`src/rtl/alu_exec_unit_pkg.sv`:
```
// rtl/alu_exec_unit_pkg.sv - shared widths, opcodes and FSM state type for the integer execution unit
package alu_exec_unit_pkg;

    localparam int XLEN  = 32;
    localparam int TAG_W = 5;
    localparam int OP_W  = 5;

    localparam logic [TAG_W-1:0] NO_TAG = '0;

    localparam logic [OP_W-1:0] OP_ADD = 5'd0;
    localparam logic [OP_W-1:0] OP_SUB = 5'd1;
    localparam logic [OP_W-1:0] OP_AND = 5'd2;
    localparam logic [OP_W-1:0] OP_OR  = 5'd3;
    localparam logic [OP_W-1:0] OP_XOR = 5'd4;
    localparam logic [OP_W-1:0] OP_SLT = 5'd5;
    localparam logic [OP_W-1:0] OP_SLL = 5'd6;
    localparam logic [OP_W-1:0] OP_SRL = 5'd7;
    localparam logic [OP_W-1:0] OP_SRA = 5'd8;
    localparam logic [OP_W-1:0] OP_MUL = 5'd9;

    typedef enum logic [1:0] {
        ST_IDLE,
        ST_MULT,
        ST_DONE
    } exe_state_t;

endpackage

```
`src/rtl/alu_exec_unit_comb.sv`:
```
// rtl/alu_exec_unit_comb.sv - combinational datapath for the single-cycle integer ops
module alu_comb #(
    parameter int XLEN = alu_exec_unit_pkg::XLEN
) (
    input  logic [alu_exec_unit_pkg::OP_W-1:0] op,
    input  logic [XLEN-1:0]                    a,
    input  logic [XLEN-1:0]                    b,
    output logic [XLEN-1:0]                    result
);
    import alu_exec_unit_pkg::*;

    logic [4:0] shamt;
    assign shamt = b[4:0];

    // Unknown opcodes (and MUL, which is handled elsewhere) yield 0 so the tag still retires.
    always_comb begin
        result = '0;
        case (op)
            OP_ADD: result = a + b;
            OP_SUB: result = a - b;
            OP_AND: result = a & b;
            OP_OR:  result = a | b;
            OP_XOR: result = a ^ b;
            OP_SLT: result = {{(XLEN-1){1'b0}}, ($signed(a) < $signed(b))};
            OP_SLL: result = a << shamt;
            OP_SRL: result = a >> shamt;
            OP_SRA: result = $signed(a) >>> shamt;
            default: result = '0;
        endcase
    end

endmodule

```
`src/rtl/alu_exec_unit.sv`:
```
// rtl/alu_exec_unit.sv - integer execution unit holding its result until the CDB arbiter grants it
module alu_exec_unit #(
    parameter int XLEN       = alu_exec_unit_pkg::XLEN,
    parameter int TAG_W      = alu_exec_unit_pkg::TAG_W,
    parameter int MUL_CYCLES = 4
) (
    input  logic                               clk,
    input  logic                               rst,
    input  logic                               in_valid,
    input  logic [alu_exec_unit_pkg::OP_W-1:0] in_op,
    input  logic [XLEN-1:0]                    in_a,
    input  logic [XLEN-1:0]                    in_b,
    input  logic [TAG_W-1:0]                   in_label,
    output logic                               exe_able,
    output logic                               cdb_req,
    input  logic                               cdb_grant,
    output logic [TAG_W-1:0]                   cdb_label,
    output logic [XLEN-1:0]                    cdb_data,
    output logic                               busy
);
    import alu_exec_unit_pkg::*;

    localparam logic [3:0] MUL_INIT = 4'(MUL_CYCLES - 1);

    exe_state_t      state, state_next;
    logic [3:0]      mul_cnt;
    logic [XLEN-1:0] mul_a, mul_b;
    logic [XLEN-1:0] product;
    logic [XLEN-1:0] alu_result;
    logic            accept;
    logic            is_mul;
    logic            mul_last;

    alu_comb #(.XLEN(XLEN)) u_alu_comb (
        .op     (in_op),
        .a      (in_a),
        .b      (in_b),
        .result (alu_result)
    );

    assign exe_able = (state == ST_IDLE) || ((state == ST_DONE) && cdb_grant);
    assign accept   = in_valid && exe_able;
    assign is_mul   = (in_op == OP_MUL);
    assign product  = mul_a * mul_b;
    // Product lands on the edge the counter reaches 0, so cdb_req rises MUL_CYCLES after accept.
    assign mul_last = (mul_cnt <= 4'd1);
    assign cdb_req  = (state == ST_DONE);
    assign busy     = (state != ST_IDLE);

    always_comb begin
        state_next = state;
        case (state)
            ST_IDLE: state_next = ST_IDLE;
            ST_MULT: if (mul_last) state_next = ST_DONE;
            ST_DONE: if (cdb_grant) state_next = ST_IDLE;
            default: state_next = ST_IDLE;
        endcase
        if (accept) begin
            state_next = is_mul ? ST_MULT : ST_DONE;
        end
    end

    always_ff @(posedge clk) begin
        if (rst) begin
            state     <= ST_IDLE;
            mul_cnt   <= '0;
            mul_a     <= '0;
            mul_b     <= '0;
            cdb_label <= '0;
            cdb_data  <= '0;
        end else begin
            state <= state_next;
            if (accept) begin
                cdb_label <= in_label;
                if (is_mul) begin
                    mul_a   <= in_a;
                    mul_b   <= in_b;
                    mul_cnt <= MUL_INIT;
                end else begin
                    cdb_data <= alu_result;
                end
            end else if (state == ST_MULT) begin
                mul_cnt <= mul_cnt - 4'd1;
                if (mul_last) begin
                    cdb_data <= product;
                end
            end
        end
    end

    label_nonzero: assert property (@(posedge clk) disable iff (rst) accept |-> (in_label != '0));

endmodule

```
`config.mk`:
```
export PLATFORM = sky130hd
export DESIGN_NAME = alu_exec_unit
export DESIGN_NICKNAME = d
export VERILOG_FILES = /design/src/rtl/alu_exec_unit_pkg.sv /design/src/rtl/alu_exec_unit_comb.sv /design/src/rtl/alu_exec_unit.sv
export SDC_FILE = /design/constraint.sdc
export NUM_CORES = 2
export LEC_CHECK = 0
export BUFFER_PORTS_ARGS = -buffer_cell sky130_fd_sc_hd__buf_2
export CAP_MARGIN = 10
export CELL_PAD_IN_SITES_DETAIL_PLACEMENT = 1
export CELL_PAD_IN_SITES_GLOBAL_PLACEMENT = 2
export CORE_MARGIN = 2
export CORE_UTILIZATION = 36
export CTS_BUF_LIST = sky130_fd_sc_hd__clkbuf_8 sky130_fd_sc_hd__clkbuf_16
export DETAILED_ROUTE_END_ITERATION = 8
export PLACE_DENSITY_LB_ADDON = 0.15
export SYNTH_ARGS = -nofsm -noshare
export SYNTH_HDL_FRONTEND = slang
export SYNTH_SLANG_ARGS = --single-unit
export TNS_END_PERCENT = 30
```
`constraint.sdc`:
```
create_clock -name clk -period 6.6 [get_ports clk]
set_input_delay 0.33 -clock clk [delete_from_list [all_inputs] [get_ports clk]]
set_output_delay 0.33 -clock clk [all_outputs]
set_load 0.005 [all_outputs]
```
== Yosys cells after proc, flatten, opt, wreduce, memory -nomap -nowiden ==
Index checks and enable logic that the tools add are counted.

* Flip-flop bits (word level): 107
* Input port bits: 78
* Bits in latches: 0
* Memories kept: 0
* Memory bits (read-only): 0
* Output and inout port bits: 40
* Memory bits (writable): 0
* Word-level logic and storage cells: 58

* Eq/ne operators: 15
* Shift-type cells: 3
* Bitwise gates (word level): 3
* Add/sub/neg operators: 3
* Reduce and logical (&&, ||, !) cells: 12
* Mux-type cells: 13
* $lt $le $gt $ge: 2
* Divide/modulo/power cells: 0
* Multipliers: 1

{| class="wikitable"
|+ Operators by type and width
! cell !! number
|-
| $pmux 32 s9 || 1
|-
| $mux 32 || 4
|-
| $add 32x32->32 || 1
|-
| $and 32x32->32 || 1
|-
| $lt 32x32->1 || 1
|-
| $mul 32x32->32 || 1
|-
| $or 32x32->32 || 1
|-
| $shl 32x5->32 || 1
|-
| $shr 32x5->32 || 1
|-
| $sshr 32x5->32 || 1
|-
| $sub 32x32->32 || 1
|-
| $xor 32x32->32 || 1
|-
| $eq 5x3->1 const B || 4
|-
| $mux 4 || 3
|-
| $eq 5x2->1 const B || 2
|-
| $eq 5x4->1 const B || 2
|-
| $mux 2 || 4
|-
| $reduce_and 2->1 || 3
|-
| $reduce_bool 2->1 || 3
|-
| $eq 5x1->1 const B || 1
|-
| $logic_not 5->1 || 1
|-
| $le 4x1->1 const B || 1
|-
| $pmux 2 s2 || 1
|-
| $sub 4x1->4 const B || 1
|-
| 10 further kinds || 11
|}

== Depth between registers and ports, before layout ==
* Word-level depth: 6
* Mapped depth: 27
* Mapped depth without buffers: 25

== Modules after synthesis ==
Synthesis repeated with hierarchy kept, for this count alone.

* Cells, all modules: 3524
* Area total of the unflattened synthesis: 28399.7 µm²

{| class="wikitable"
|+ By module, submodules not included
! module !! seq. area each (µm²) !! cells each !! times used !! area an instance (µm²)
|-
| alu_exec_unit || 2142.1 || 2238 || 1 || 19753.9
|-
| alu_comb || 0.0 || 1286 || 1 || 8645.8
|}

== Worst setup path after synthesis ==
Ideal clock, no wire load.

* Kind: register -> register
* From: register mul_a[15]
* To: register cdb_data[28]
* Buffers on the path: 2
* Cell stages (with the launch flop): 23
* Period minus slack after synthesis: 6.799 ns
* Data arrival time: 6.679 ns
* Setup time: 0.120 ns
* Data required time: 6.480 ns
* Slack: -0.199 ns
* Path through: dfxtp_1 -> clkbuf_1 -> clkbuf_1 -> and2_1 -> fa_1 -> fa_1 -> fa_1 -> inv_1 -> fa_1 -> inv_1 -> fa_1 -> fa_1 -> fa_1 -> fa_1 -> ha_1 -> a21o_1 -> a31oi_1 -> o21ai_0 -> a41o_1 -> a31o_2 -> a31oi_1 -> xnor2_1 -> a211o_1

* Longest elaborated chain between the ends: 4

{| class="wikitable"
|+ Ends and longest elaborated chain
! element !! line !! source
|-
| start: declaration || alu_exec_unit.sv:27 || <nowiki>logic [XLEN-1:0] mul_a, mul_b;</nowiki>
|-
| start signal: assignment || alu_exec_unit.sv:76 || <nowiki>mul_a <= in_a;</nowiki>
|-
| $mul 32x32->32 || alu_exec_unit.sv:44 || <nowiki>assign product = mul_a * mul_b;</nowiki>
|-
| $mux 32 || alu_exec_unit.sv:84 || <nowiki>if (mul_last) begin</nowiki>
|-
| $mux 32 || alu_exec_unit.sv:82 || <nowiki>end else if (state == ST_MULT) begin</nowiki>
|-
| $mux 32 || alu_exec_unit.sv:73 || <nowiki>if (accept) begin</nowiki>
|-
| end signal: assignment || alu_exec_unit.sv:80 || <nowiki>cdb_data <= alu_result;</nowiki>
|-
| end signal: assignment || alu_exec_unit.sv:85 || <nowiki>cdb_data <= product;</nowiki>
|-
| end: declaration || alu_exec_unit.sv:18 || <nowiki>output logic [XLEN-1:0] cdb_data,</nowiki>
|}

No other way between the ends. The select of a mux whose other input is x is not followed.
A chain may end at the register's enable or synchronous reset.

== Final worst setup path ==
* From: register mul_b[3]
* To: register cdb_data[27]

* Longest elaborated chain between the ends: 4

{| class="wikitable"
|+ Ends and longest elaborated chain
! element !! line !! source
|-
| start: declaration || alu_exec_unit.sv:27 ||
|-
| start signal: assignment || alu_exec_unit.sv:77 || <nowiki>mul_b <= in_b;</nowiki>
|-
| $mul 32x32->32 || alu_exec_unit.sv:44 ||
|-
| $mux 32 || alu_exec_unit.sv:84 ||
|-
| $mux 32 || alu_exec_unit.sv:82 ||
|-
| $mux 32 || alu_exec_unit.sv:73 ||
|}

No other way between the ends. The select of a mux whose other input is x is not followed.

==> results.rst <==
.. list-table::
   :header-rows: 1

   * - Metric
     - Value
   * - Outcome
     - finished with violations
   * - Violations in the final reports
     - setup timing
   * - Overall routing resource usage
     - 0.314
   * - Final hold violation count
     - 0
   * - FILL cells
     - 9361
   * - Synth warnings
     - 0
   * - Final number of max-transition violations
     - 0
   * - Port Buffer Count
     - 117
   * - Count of endpoints failing setup in the final report
     - 13
   * - Floorplan die area
     - 80700 um^2
   * - Unrepaired setup endpoints after global routing
     - true
   * - Worst Setup Slack post-DPL
     - -0.484 ns
   * - Average size of a mapped cell
     - roughly 8.3 um^2
   * - Clk_skew
     - approximately 0.023 ns
   * - Most instantiated flip-flop cell in the synthesis netlist
     - sky130_fd_sc_hd__dfxtp_1
   * - Minimum clock period after layout
     - 6.88 ns
   * - Max Clk Rate
     - around 0.15 GHz
   * - Clk buf depth
     - 2
   * - Slew headroom
     - 0.230
   * - Count of max-cap constraint violations
     - 0
   * - Worst hold path endpoint
     - cdb_label[2]
   * - # diodes
     - 0
   * - IR drop worst, VDD
     - 0.109 mV
   * - WL per Instance
     - ~28 um
   * - Number of flip-flops and latches in the synthesized netlist
     - 107
   * - Layout cell share with drive strength beyond 1
     - 0.178
   * - Critical Path AT
     - 7.14 ns
   * - CTS tree
     - built
   * - Worst-Skew Late Latency
     - about 0.4 ns
   * - Class of the most critical setup path
     - flip-flop to flip-flop
   * - Post-Synthesis Cells
     - ~3400
   * - Final standard cell utilization of the core
     - 0.418
   * - Synthesized area
     - 28200 um^2
   * - Cell Chain, Critical Path
     - buf_12 -> and2_1 -> fa_1 -> inv_1 -> fa_1 -> fa_2 -> fa_1 -> inv_1 -> fa_1 -> fa_1 -> fa_2 -> fa_1 -> ha_4 -> a21o_1 -> a31oi_4 -> o2111ai_2 -> a211oi_4 -> or3_4 -> nand2_2 -> nor2_2 -> xor2_1 -> o221ai_1
   * - Width of the die
     - 284 um
   * - Post-DR vias/cell
     - 5.60
   * - Initial Util
     - 0.364
   * - Worst Min Path Start
     - in_label[2]
   * - Clock slew seen by the registers of the worst setup and hold paths
     - 0.10 ns
   * - Syn Nets
     - 4117
   * - Kind of start point of the critical path
     - flip-flop
   * - Required time of the worst setup path
     - between 6 and 7 ns
   * - Worst Max-Slew Pin Slew
     - 1.15 ns
   * - Hold Path Cell Cnt
     - 3
   * - Type of element capturing the critical path
     - flip-flop
   * - Vias in the first global route
     - 28100
   * - Die Y-Extent
     - roughly 280 um
   * - # placed instances
     - roughly 4600
   * - HP Class
     - primary input to flip-flop
   * - Sinks on the clock net
     - 107
   * - Flop-to-flop setup slack
     - -0.28 ns
   * - Logic depth of the worst register-to-register path
     - 22
   * - Largest net degree at the start of global routing
     - between 70 and 80
   * - Number of enable-type register cells in the synthesized netlist
     - 0
   * - Proportion of synthesized chip area in sequential cells
     - 0.0758
   * - Pre-antenna DRT Iters
     - 5
   * - Weighted congestion reported at the end of routability-driven placement
     - 0.964
   * - Total power density per cell area
     - 68.7 nW/um^2
   * - Total buffers and inverters traversed by the critical path
     - 3
   * - Largest incremental delay on the critical path
     - 0.61 ns
   * - Most repeated library cell on the critical path
     - sky130_fd_sc_hd__fa_1
   * - Overall overflow remaining after global route
     - 0
   * - Final critical-path setup slack
     - -0.280 ns
   * - Biggest fanout along the worst timing path
     - 20
   * - Worst flop-to-flop path endpoint
     - cdb_data[27]
   * - Leakage
     - 15.1 nW
   * - Synth-to-Final Area Change
     - 14.9%
   * - Vias
     - ~26000
   * - First DRT Iteration DRCs
     - 1724
   * - Number of clock buffers inserted by TritonCTS
     - 9
   * - Remaining design rule violation count
     - 0
   * - Core ar.
     - 77600 um^2
   * - Period Utilization, post-route
     - 1.04
   * - Count of unique library cells instantiated by Yosys
     - 91
   * - Net count of the finished layout
     - 4289
   * - Total routed wirelength
     - 127000 um
   * - Cell class contributing the biggest share of worst-path delay
     - adder cells
   * - Post-route total power
     - 2.23 mW
   * - Number of antenna violations at the first check in global routing
     - 1
   * - Site Rows
     - 102
   * - Remaining number of nets flagged by the antenna check after routing
     - 0
   * - Share of flip-flops with an asynchronous set or reset after synthesis
     - 0
   * - Clock tree root driver cell
     - sky130_fd_sc_hd__clkbuf_16
   * - Reg-to-reg critical path startpoint
     - mul_b[3]
   * - First-pass GRT wire length
     - 190000 um
   * - Worst path slowest cell
     - sky130_fd_sc_hd__fa_1
   * - Post-route non-filler standard cell count
     - roughly 4600
   * - Detailed Place HPWL
     - ~100000 um
   * - Num ports
     - roughly 120
   * - H-tree depth
     - 3
## layout by cell type (no fill, tap or decap), types with 24 or more instances in the layout
cell type                  count
sky130_fd_sc_hd__buf_2       115
sky130_fd_sc_hd__buf_12       25
sky130_fd_sc_hd__a21o_1       33
sky130_fd_sc_hd__mux2i_1      24
sky130_fd_sc_hd__a221oi_1     27
sky130_fd_sc_hd__xnor2_1      60
sky130_fd_sc_hd__nor3_1       46
sky130_fd_sc_hd__nor2_1      170
sky130_fd_sc_hd__inv_1       468
sky130_fd_sc_hd__nand3_1      35
sky130_fd_sc_hd__ha_1        210
sky130_fd_sc_hd__dfxtp_1      72
sky130_fd_sc_hd__a211oi_1     27
sky130_fd_sc_hd__a21oi_1     187
sky130_fd_sc_hd__buf_4       243
sky130_fd_sc_hd__mux4_2       71
sky130_fd_sc_hd__nand2_1     448
sky130_fd_sc_hd__fa_1        391
sky130_fd_sc_hd__xor2_1       25
sky130_fd_sc_hd__and2_1      310
sky130_fd_sc_hd__o21ai_0      86
sky130_fd_sc_hd__dfxtp_2      24
## stage by stage
step                hold slack [ns]  TNS, ns  cell area (um^2)
floorplan                     0.436        0             28300
global placement              0.439    -3.30             31400
detailed placement            0.450    -4.92             31400
CTS                           0.128    -2.21             32000
global route                  0.157    -5.00             32500
finish                        0.148    -1.84             32500
## final cells by class
| cell class | instances | area (um^2) | area share |
|---|---|---|---|
| Inverter | 480 | 1800 | 0.0555 |
| Clock buffer | 10 | 239 | 0.00736 |
| Timing Repair Buffer | 388 | 2970 | 0.0916 |
| Clock inverter | 6 | 65.1 | 0.00200 |
| Tap cell | 1040 | 1300 | 0.0401 |
| Multi-Input combinational cell | 2593 | 23900 | 0.735 |
| Sequential cell | 107 | 2210 | 0.0682 |
## Yosys cell counts, types with 24 or more instances
cell type	count	share of area
sky130_fd_sc_hd__a211oi_1	31	0.0082
sky130_fd_sc_hd__a21o_1	33	0.0088
sky130_fd_sc_hd__a21oi_1	196	0.035
sky130_fd_sc_hd__a221oi_1	27	0.0084
sky130_fd_sc_hd__and2_1	316	0.070
sky130_fd_sc_hd__clkbuf_1	183	0.024
sky130_fd_sc_hd__dfxtp_1	107	0.076
sky130_fd_sc_hd__fa_1	410	0.29
sky130_fd_sc_hd__ha_1	222	0.098
sky130_fd_sc_hd__inv_1	476	0.063
sky130_fd_sc_hd__mux2i_1	24	0.0085
sky130_fd_sc_hd__mux4_2	71	0.057
sky130_fd_sc_hd__nand2_1	450	0.060
sky130_fd_sc_hd__nand3_1	36	0.0064
sky130_fd_sc_hd__nor2_1	174	0.023
sky130_fd_sc_hd__nor3_1	51	0.0090
sky130_fd_sc_hd__o21ai_0	93	0.016
sky130_fd_sc_hd__xnor2_1	61	0.019
sky130_fd_sc_hd__xor2_1	28	0.0087
## worst min-delay path, delay by kind of cell
| kind | cells | cell delay [ns] |
|---|---|---|
| simple gates | 1 | 0.05 |
| compound gates | 1 | 0.05 |
| buf+inv | 1 | 0.10 |
## worst max path at each step
stage,from,endpoint,slack [ns],cells after the start
6_report,mul_b[3],cdb_data[27],-0.28,22
5_1_grt,mul_b[3],cdb_data[27],-0.48,22
4_1_cts,mul_b[6],cdb_data[27],-0.30,25
3_5_place_dp,mul_a[15],cdb_data[31],-0.48,19
3_3_place_gp,mul_a[11],cdb_data[29],-0.35,25
2_1_floorplan,mul_b[3],cdb_data[28],0.008,22
## cell families (layout without fill, tap and decap cells)
group                      count (synthesis)  count (layout)  share of synthesized area
muxes                                    103             103                     0.0683
buffers and inverters                    707             884                     0.0958
adders and majority gates                632             632                      0.389
xor gates and xnor gates                  89              89                     0.0276
DFF                                      107             107                     0.0758
and+or+nand+nor                         1150            1150                      0.198
AOI/OAI and AO/OA                        619             619                      0.146
## power breakdown
part | switching [mW] | internal [mW] | leakage (nW)
Combinational | 0.617 | 0.318 | 14.0
Sequential | 0.0162 | 0.657 | 0.888
Clock | 0.343 | 0.280 | 0.150
Total | 0.977 | 1.25 | 15.1
## state kept, by name (all words and copies together), names as in the netlist
name	flops
mul_cnt	4
mul_b	32
state	2
mul_a	32
cdb_label	5
cdb_data	32
## layer usage
metal | share of wire | GRT usage
met5 | 0 | 0
met4 | 0.059 | 0.160
met3 | 0.043 | 0.0307
met2 | 0.47 | 0.520
met1 | 0.43 | 0.410
## what timing repair did
action                                  CTS  global route
setup buffers                            11            15
cloned                                    0             1
gates resized for setup                  76            69
pin swaps                                27            57
hold buffers                              0             0
endpoints found under the setup margin   16            18
Power figures use the tool's default switching activity.
